File: src/rtl/lcd_pkg.sv
// Shared definitions for the LCD busy-flag reader: state encoding and
// default bus timing at a 50 MHz clock.
package lcd_pkg;

    typedef enum logic [2:0] {
        ST_IDLE,
        ST_SETUP,
        ST_E_HI_U,
        ST_GAP_U,
        ST_E_HI_L,
        ST_GAP_L,
        ST_DONE
    } lcd_state_t;

    localparam int          DEF_T_SETUP   = 2;
    localparam int          DEF_T_EHIGH   = 12;
    localparam int          DEF_T_GAP     = 50;
    localparam logic [15:0] DEF_MAX_POLLS = 16'd1000;

endpackage

File: src/rtl/lcd_phase_timer.sv
// Loadable 8-bit down-counter that times every bus phase; tc is high
// while the count is zero, so a load of N-1 yields an N-cycle phase.
module lcd_phase_timer (
    input  logic       clk,
    input  logic       reset,
    input  logic       load,
    input  logic [7:0] load_val,
    output logic       tc
);

    logic [7:0] cnt;

    // NOTE: registered state always uses non-blocking assignments so every
    // flop samples the pre-edge values of the others.
    always_ff @(posedge clk) begin
        if (!reset) begin
            cnt <= 8'd0;
        end else if (load) begin
            cnt <= load_val;
        end else if (cnt != 8'd0) begin
            cnt <= cnt - 8'd1;
        end
    end

    assign tc = (cnt == 8'd0);

endmodule

File: src/rtl/lcd_busy_reader.sv
// Polls the LCD busy flag and address counter through two 4-bit read
// cycles, repeating while the flag is set, up to MAX_POLLS reads.
module lcd_busy_reader
    import lcd_pkg::*;
#(
    parameter int          T_SETUP   = lcd_pkg::DEF_T_SETUP,
    parameter int          T_EHIGH   = lcd_pkg::DEF_T_EHIGH,
    parameter int          T_GAP     = lcd_pkg::DEF_T_GAP,
    parameter logic [15:0] MAX_POLLS = lcd_pkg::DEF_MAX_POLLS
) (
    input  logic       clk,
    input  logic       reset,
    input  logic       start,
    input  logic [3:0] lcd_data_in,
    output logic       lcd_e,
    output logic       lcd_rs,
    output logic       lcd_rw,
    output logic       lcd_drive_en,
    output logic       busy,
    output logic       done,
    output logic       bf,
    output logic [6:0] addr,
    output logic       timeout
);

    lcd_state_t  state;
    lcd_state_t  state_next;
    logic        tc;
    logic        load;
    logic [7:0]  load_val;
    logic [15:0] poll_cnt;
    logic [15:0] poll_cnt_inc;

    function automatic logic [7:0] phase_len(input lcd_state_t s);
        case (s)
            ST_SETUP:             return 8'(T_SETUP - 1);
            ST_E_HI_U, ST_E_HI_L: return 8'(T_EHIGH - 1);
            ST_GAP_U, ST_GAP_L:   return 8'(T_GAP - 1);
            default:              return 8'd0;
        endcase
    endfunction

    // Every state change reloads the timer with the new phase length.
    assign load     = (state_next != state);
    assign load_val = phase_len(state_next);

    lcd_phase_timer u_timer (
        .clk      (clk),
        .reset    (reset),
        .load     (load),
        .load_val (load_val),
        .tc       (tc)
    );

    assign poll_cnt_inc = (poll_cnt >= MAX_POLLS) ? poll_cnt : poll_cnt + 16'd1;

    always_ff @(posedge clk) begin
        if (!reset) begin
            state <= ST_IDLE;
        end else begin
            state <= state_next;
        end
    end

    // NOTE: combinational blocks assign a default first so no path leaves
    // an output unassigned, which would infer a latch.
    always_comb begin
        state_next = state;
        case (state)
            ST_IDLE:   if (start) state_next = ST_SETUP;
            ST_SETUP:  if (tc) state_next = ST_E_HI_U;
            ST_E_HI_U: if (tc) state_next = ST_GAP_U;
            ST_GAP_U:  if (tc) state_next = ST_E_HI_L;
            ST_E_HI_L: if (tc) state_next = ST_GAP_L;
            ST_GAP_L: begin
                if (tc) begin
                    if (bf && (poll_cnt_inc < MAX_POLLS)) state_next = ST_SETUP;
                    else                                  state_next = ST_DONE;
                end
            end
            default:   state_next = ST_IDLE;
        endcase
    end

    always_comb begin
        lcd_e = 1'b0;
        lcd_rw = 1'b0;
        busy = 1'b0;
        done = 1'b0;
        case (state)
            ST_SETUP, ST_GAP_U, ST_GAP_L: begin
                lcd_rw = 1'b1;
                busy = 1'b1;
            end
            ST_E_HI_U, ST_E_HI_L: begin
                lcd_e = 1'b1;
                lcd_rw = 1'b1;
                busy = 1'b1;
            end
            ST_DONE: done = 1'b1;
            default: ;
        endcase
    end

    assign lcd_rs       = 1'b0;
    assign lcd_drive_en = ~lcd_rw;

    // Results are captured on the last E-high cycle of each nibble and
    // held until the next request overwrites them.
    always_ff @(posedge clk) begin
        if (!reset) begin
            bf <= 1'b0;
            addr <= 7'd0;
            timeout <= 1'b0;
            poll_cnt <= 16'd0;
        end else begin
            if (state == ST_IDLE && start) poll_cnt <= 16'd0;
            if (state == ST_E_HI_U && tc) begin
                bf <= lcd_data_in[3];
                addr[6:4] <= lcd_data_in[2:0];
            end
            if (state == ST_E_HI_L && tc) addr[3:0] <= lcd_data_in;
            if (state == ST_GAP_L && tc) poll_cnt <= poll_cnt_inc;
            if (state_next == ST_DONE && state != ST_DONE) timeout <= bf;
        end
    end

endmodule

File: config.mk
export PLATFORM = sky130hd
export DESIGN_NAME = lcd_busy_reader
export DESIGN_NICKNAME = d
export VERILOG_FILES = /design/src/rtl/lcd_pkg.sv /design/src/rtl/lcd_phase_timer.sv /design/src/rtl/lcd_busy_reader.sv
export SDC_FILE = /design/constraint.sdc
export NUM_CORES = 1
export LEC_CHECK = 0
export ABC_AREA = 1
export CAP_MARGIN = 20
export CELL_PAD_IN_SITES_DETAIL_PLACEMENT = 1
export CELL_PAD_IN_SITES_GLOBAL_PLACEMENT = 1
export CORE_UTILIZATION = 40
export CTS_BUF_LIST = sky130_fd_sc_hd__clkbuf_8 sky130_fd_sc_hd__clkbuf_16
export CTS_CLUSTER_SIZE = 12
export DETAILED_ROUTE_END_ITERATION = 10
export GPL_TIMING_DRIVEN = 0
export PLACE_DENSITY_LB_ADDON = 0.1
export SKIP_LAST_GASP = 1
export SYNTH_ARGS = -nofsm -noshare
export SYNTH_HDL_FRONTEND = slang
export SYNTH_SLANG_ARGS = --single-unit
File: constraint.sdc
create_clock -name clk -period 2.9 [get_ports clk]
set_input_delay 0.58 -clock clk [delete_from_list [all_inputs] [get_ports clk]]
set_output_delay 0.58 -clock clk [all_outputs]
set_load 0.01 [all_outputs]
# [Word level (Yosys, flattened, before mapping)]
# Cells that the tools add are included.
[classes] n_addsub=2 order_cmp=2 n_eq_ne=14 muxes=17 bitwise_logic=1 reduce_logical=15
[op_table] cell="$mux 16" n=3
[op_table] cell="$mux 3" n=7
[op_table] cell="$eq 3x3->1 const B" n=6
[op_table] cell="$pmux 3 s6" n=1
[op_table] cell="$pmux 6 s3" n=1
[op_table] cell="$add 16x1->16 const B" n=1
[op_table] cell="$ge 16x10->1 const B" n=1
[op_table] cell="$lt 16x10->1 const B" n=1
[op_table] cell="$mux 8" n=2
[op_table] cell="$eq 3x2->1 const B" n=4
[op_table] cell="$logic_not 8->1" n=1
[op_table] cell="$reduce_bool 8->1" n=1
[op_table] cell="$sub 8x1->8 const B" n=1
[op_table] cell="$eq 3x1->1 const B" n=2
[op_table] cell="$logic_and 1x1->1" n=6
[op_table] cell="$reduce_or 2->1" n=3
[op_table] cell="$reduce_or 5->1" n=1
[op_table] cell="$reduce_bool 2->1" n=2
[op_table] cell="$logic_not 3->1" n=1
[op_table] cell="$mux 1" n=3
[op_table] cell="$ne 3x3->1" n=1
[op_table] cell="$ne 3x3->1 const B" n=1
[op_table] cell="$not 1->1" n=1
[totals] reg_bits=36 out_inout_bits=15 wordCells=58

# [Logic depth before layout (Yosys ltp)]
[logic_depth] depth_word=11 ltp_mapped=22

# [Hierarchy]
# From an unflattened synthesis, not the netlist that was laid out.
[hier_totals] hier_cells=313 area_unflattened_um2=2060.7
[by_module_without_submodules] mod="lcd_busy_reader" instances=1 cells_per_inst=243 area_per_inst_um2=1582.8 seq_area_each_um2=560.5
[by_module_without_submodules] mod="lcd_phase_timer" instances=1 cells_per_inst=70 area_per_inst_um2=478.0 seq_area_each_um2=160.2

# [Least setup slack after synthesis]
# No wires, ideal clock.
[synth_path] path_type="reg2reg" startpoint="register poll_cnt[1]" endpoint="register u_timer.cnt[1]" arrival_ns=1.875 path_slack_ns=0.897 path_stages_with_launch=21 n_path_buf=0 period_less_slack_ns=2.003 cell_sequence="dfxtp_1 -> ha_1 -> nand3_1 -> inv_2 -> nand3_1 -> nor2_1 -> nand2_1 -> nand2_1 -> nand2_1 -> nor2_1 -> nand2_1 -> nand2_1 -> nand2_2 -> nand2_4 -> nand2_4 -> nand2_4 -> nand3_4 -> nand2_2 -> nand2_1 -> nor2_1 -> nor2_1"
[synth_via] elab_chain_len=11 elab_cells_between_ends=19 cone_classes="add/sub (1); order compare (2); eq/ne (6); mux (6); reduce/logical (4)"
[synth_rtl] item="from (decl)" line_no="lcd_busy_reader.sv:31" source="logic [15:0] poll_cnt;"
[synth_rtl] item="from (signal assigned)" line_no="lcd_busy_reader.sv:123" source="if (state == ST_GAP_L && tc) poll_cnt <= poll_cnt_inc;"
[synth_rtl] item="$add 16x1->16 or $ge 16x10->1 (tied branches)" line_no="lcd_busy_reader.sv:55" source="assign poll_cnt_inc = (poll_cnt >= MAX_POLLS) ? poll_cnt : poll_cnt + 16'd1;"
[synth_rtl] item="$mux 16 (*)" line_no="lcd_busy_reader.sv:55"
[synth_rtl] item="$lt 16x10->1 (*)" line_no="lcd_busy_reader.sv:77" source="if (bf && (poll_cnt_inc < MAX_POLLS)) state_next = ST_SETUP;"
[synth_rtl] item="$logic_and 1x1->1 (*)" line_no="lcd_busy_reader.sv:77"
[synth_rtl] item="$mux 3 (*)" line_no="lcd_busy_reader.sv:77"
[synth_rtl] item="$mux 3 (*)" line_no="lcd_busy_reader.sv:76" source="if (tc) begin"
[synth_rtl] item="$pmux 3 s6 (*)" line_no="lcd_busy_reader.sv:69" source="case (state)"
[synth_rtl] item="$eq 3x2->1 or $eq 3x3->1 (tied branches)" line_no="lcd_busy_reader.sv:35" source="case (s)"
[synth_rtl] item="$reduce_or 2->1" line_no="lcd_busy_reader.sv:35"
[synth_rtl] item="$pmux 6 s3" line_no="lcd_busy_reader.sv:35"
[synth_rtl] item="$mux 8" line_no="lcd_phase_timer.sv:18" source="end else if (load) begin"
[synth_rtl] item="to (signal assigned)" line_no="lcd_phase_timer.sv:19" source="cnt <= load_val;"
[synth_rtl] item="to (signal assigned)" line_no="lcd_phase_timer.sv:21" source="cnt <= cnt - 8'd1;"
[synth_rtl] item="to (decl)" line_no="lcd_phase_timer.sv:11" source="logic [7:0] cnt;"
# Mark *: on every way between the ends. The rest lies on a longest branch, timed or not.
# A chain may end at the register's enable or synchronous reset.

# [Worst setup path in the final report]
[layout_path] startpoint="register state[1]" endpoint="output lcd_rw"
[layout_via] elab_chain_len=3 elab_cells_between_ends=7 cone_classes="eq/ne (5); mux (1); reduce/logical (1)"
[layout_rtl] item="from (decl)" line_no="lcd_busy_reader.sv:26" source="lcd_state_t state;"
[layout_rtl] item="from (signal assigned)" line_no="lcd_busy_reader.sv:61" source="state <= state_next;"
[layout_rtl] item="$eq 3x2->1, or another cell as far along" line_no="lcd_busy_reader.sv:90" source="case (state)"
[layout_rtl] item="$reduce_or 5->1 (no line) (*)"
[layout_rtl] item="$mux 1 (*)" line_no="lcd_busy_reader.sv:90"
[layout_rtl] item="to (decl)" line_no="lcd_busy_reader.sv:17" source="output logic lcd_rw,"
# Marks and branches as above.

==> results.cfg <==
[grt]
globalRoute.totalOverflow = 0
grt_max_degree = 11
grt_pass1_vias = 1982
global_route_wire_length_before_repair_mm = 8.873
grt_use_total = 0.2073
grt_antenna_before_repair = 0

[sta]
final-setup-viol-count = 0
worst_slew_margin_rel = 0.4731
layout_setup_ws_ns = 0.3403
finClkSkew_ns = 0.01042
max_freq_mhz = 390.7
timing.hold.ws_ns = 0.4469
final-max-slew-violation-count = 0
report.final.hold_viol_count = 0
timing.final.crit_period_ns = 2.560
rsz_0062_raised_after_global_routing = false
min_period_over_period = 0.8826
timing_worst_slew_pin_value_ns = 0.7832
final.setup.tns_ns = 0

[yosys]
syn_avg_cell_area_um2 = 6.618
ys_seq_elements = 36
number_of_cells_produced_by_synthesis = 321
synthesis.nets = 332
netlist_area_um2 = 2125
synth_cell_type_count = 33
yosys_warnings = 0
share_of_synthesized_area_occupied_by_flip_flops_and_latches = 0.3392

[clock_tree]
tritoncts = built
cts_sinks = 36
htree_levels = 2
worstSkewPairLatency_ns = 0.29
clock_input_transition_at_the_sequential_cells_of_the_worst_setup_and_hold_paths_ns = 0.08
cts_resized = 0
cts-buffers-inserted = 5
cts_root_buf = sky130_fd_sc_hd__clkbuf_8
cts_hold_buf = 0
cts_buffer_depth = 2
cts_post_setup_buffers_inserted = 0

[worst_setup_path]
path_max_fanout = 5
cp_data_arrival_time_ns = 1.98
critical-path-max-stage-delay_ns = 0.52
worst_ep_required_time_ns = 2.32
crit_path_start_kind = flop
cp_top_family = buffers and inverters
crit_slowest_cell = sky130_fd_sc_hd__clkdlybuf4s50_1
critical_path.cell_chain = inv_1, nor2_1, inv_1, nor2_1, inv_1, nand2_1, a21oi_1, inv_1, buf_4, clkdlybuf4s50_1
crit_path_frequent_cell = sky130_fd_sc_hd__inv_1
worstPathBufferInverterCount = 6
timing_worst_setup_path_type = flop to output pin
endpoint_kind = output pin

[placed_design]
gpl.final_weighted_congestion = 0.7789
port_buffers = 20
hpwlAfterDp_mm = 4.084
post-place-cells = 411
detailedPlace.worstSlack_ns = 0.5287

[die]
core_area_um2 = 5107
starting_density_of_the_core = 0.4160
ios = 22
dieArea_um2 = 5607
die-height_um = 74.88
rows = 26
die_w_um = 74.88

[final_layout]
final_nets = 359
diodes = 0
most-common-layout-cells = sky130_fd_sc_hd__nand2_1 (73), sky130_fd_sc_hd__nor2_1 (54), sky130_fd_sc_hd__inv_1 (42)
flow.area_growth_from_synthesis_pct = 18.08
drive_gt1_frac = 0.1063
layout.core_utilization = 0.4912
finalNonFillerCells = 418
nFillCells = 718
final_common_cell = sky130_fd_sc_hd__nand2_1

[drt]
avgRoutedWirePerCell_um = 12.32
post_drt_via_cell_ratio = 4.931
drcViolationCount = 0
detail_route.first_pass.iterations = 4
drt-initial-drc-count = 52
final_antenna_violating_net_count = 0
postRouteWirelength_mm = 5.150
routed-via-count = 2061

[status]
run_status = complete, no violations

[min_path]
timing.hold.worst.class = flop to flop

[power]
peak_ir_drop_on_the_vdd_network_mv = 0.4966
powerDensity_nw_per_um2 = 759.2
static-leakage-power_uw = 0.001089

[flow_run]
max_cap_violations = 0
-- metrics by stage --
stage	total power, uW	cell area (um2)
4_1_cts	1927	2509
3_5_place_dp	1527	2412
5_1_grt	2061	2509
3_3_place_gp	1499	2412
2_1_floorplan	1280	2125
6_report	1905	2509
-- tightest hold or removal path: cells and delay by family, from the launching register on --
| kind | cells | cell delay (ns) |
|---|---|---|
| DFF | 1 | 0.31 |
| AOI/OAI and AO/OA | 1 | 0.05 |
| buffers and inverters | 1 | 0.04 |
-- per-layer routing --
metal	routed length, um	track usage
met1	2443	0.2570
met2	2526	0.3664
met5	0	0
met4	63	0.05660
met3	116	0.04016
-- kinds of logic after synthesis --
logic type / Yosys count / synth area share
other: 1 / 0.001765
AOI/OAI and AO/OA: 47 / 0.1254
buffers and inverters: 59 / 0.1160
adders and majority gates: 4 / 0.02356
and+or+nand+nor: 169 / 0.3734
xor gates and xnor gates: 5 / 0.02061
DFF: 36 / 0.3392
-- cell usage after synthesis --
cell type | number | area [um2]
sky130_fd_sc_hd__buf_6 | 2 | 22.52
sky130_fd_sc_hd__nor3_2 | 1 | 10.01
sky130_fd_sc_hd__o311a_2 | 1 | 11.26
sky130_fd_sc_hd__o211ai_1 | 7 | 52.55
sky130_fd_sc_hd__buf_2 | 2 | 10.01
sky130_fd_sc_hd__dfxtp_1 | 36 | 720.7
sky130_fd_sc_hd__o21ai_1 | 5 | 25.02
sky130_fd_sc_hd__nand2_1 | 73 | 274.0
sky130_fd_sc_hd__nand4_2 | 2 | 25.02
sky130_fd_sc_hd__nand2_2 | 5 | 31.28
sky130_fd_sc_hd__conb_1 | 1 | 3.750
sky130_fd_sc_hd__xnor2_1 | 4 | 35.03
sky130_fd_sc_hd__xor2_1 | 1 | 8.760
sky130_fd_sc_hd__nand3_1 | 14 | 70.07
sky130_fd_sc_hd__nand4_1 | 6 | 37.54
sky130_fd_sc_hd__inv_1 | 42 | 157.7
sky130_fd_sc_hd__a211oi_1 | 1 | 7.510
sky130_fd_sc_hd__nor2_1 | 54 | 202.7
sky130_fd_sc_hd__a21o_1 | 1 | 7.510
sky130_fd_sc_hd__nor2_2 | 2 | 12.51
sky130_fd_sc_hd__a21oi_1 | 16 | 80.08
sky130_fd_sc_hd__clkbuf_1 | 4 | 15.01
sky130_fd_sc_hd__ha_1 | 4 | 50.05
sky130_fd_sc_hd__nand3_4 | 3 | 52.55
sky130_fd_sc_hd__nand3b_1 | 1 | 7.510
sky130_fd_sc_hd__o31ai_1 | 1 | 7.510
sky130_fd_sc_hd__o21ai_0 | 15 | 75.07
sky130_fd_sc_hd__nor4_1 | 4 | 25.02
sky130_fd_sc_hd__nand2_4 | 3 | 33.78
sky130_fd_sc_hd__nor2_4 | 1 | 11.26
sky130_fd_sc_hd__buf_4 | 2 | 15.01
sky130_fd_sc_hd__clkinv_1 | 1 | 3.750
sky130_fd_sc_hd__inv_2 | 6 | 22.52
-- sequential cells by signal, summed over array words and instances, names as in the netlist --
signal / count
u_timer.cnt: 8
bf: 1
timeout: 1
poll_cnt: 16
state: 3
addr: 7
-- where the power goes --
| group | total, uW | internal, uW | switching, uW |
|---|---|---|---|
| sequential | 598 | 554 | 44.2 |
| clock | 394 | 212 | 182 |
| combinational | 912 | 357 | 555 |
| total | 1900 | 1120 | 781 |
-- worst paths after layout --
path	to	slack, ns	cells after the start	startpoint
setup / recovery	lcd_rw	0.34	10	state[1]
hold / removal	timeout	0.45	2	timeout
setup reg to reg	u_timer.cnt[1]	0.53	20	poll_cnt[0]
hold reg to reg	timeout	0.45	2	timeout
-- cell type report --
type | instances | area, um2 | share of cell area
timing repair buffer | 20 | 200.2 | 0.07980
tap | 70 | 87.58 | 0.03491
sequential | 36 | 720.7 | 0.2873
inverter | 49 | 183.9 | 0.07332
buffer | 10 | 62.56 | 0.02494
clock buffer | 7 | 96.34 | 0.03840
multi-input combinational | 226 | 1157 | 0.4613
Power figures use the tool's default switching activity.
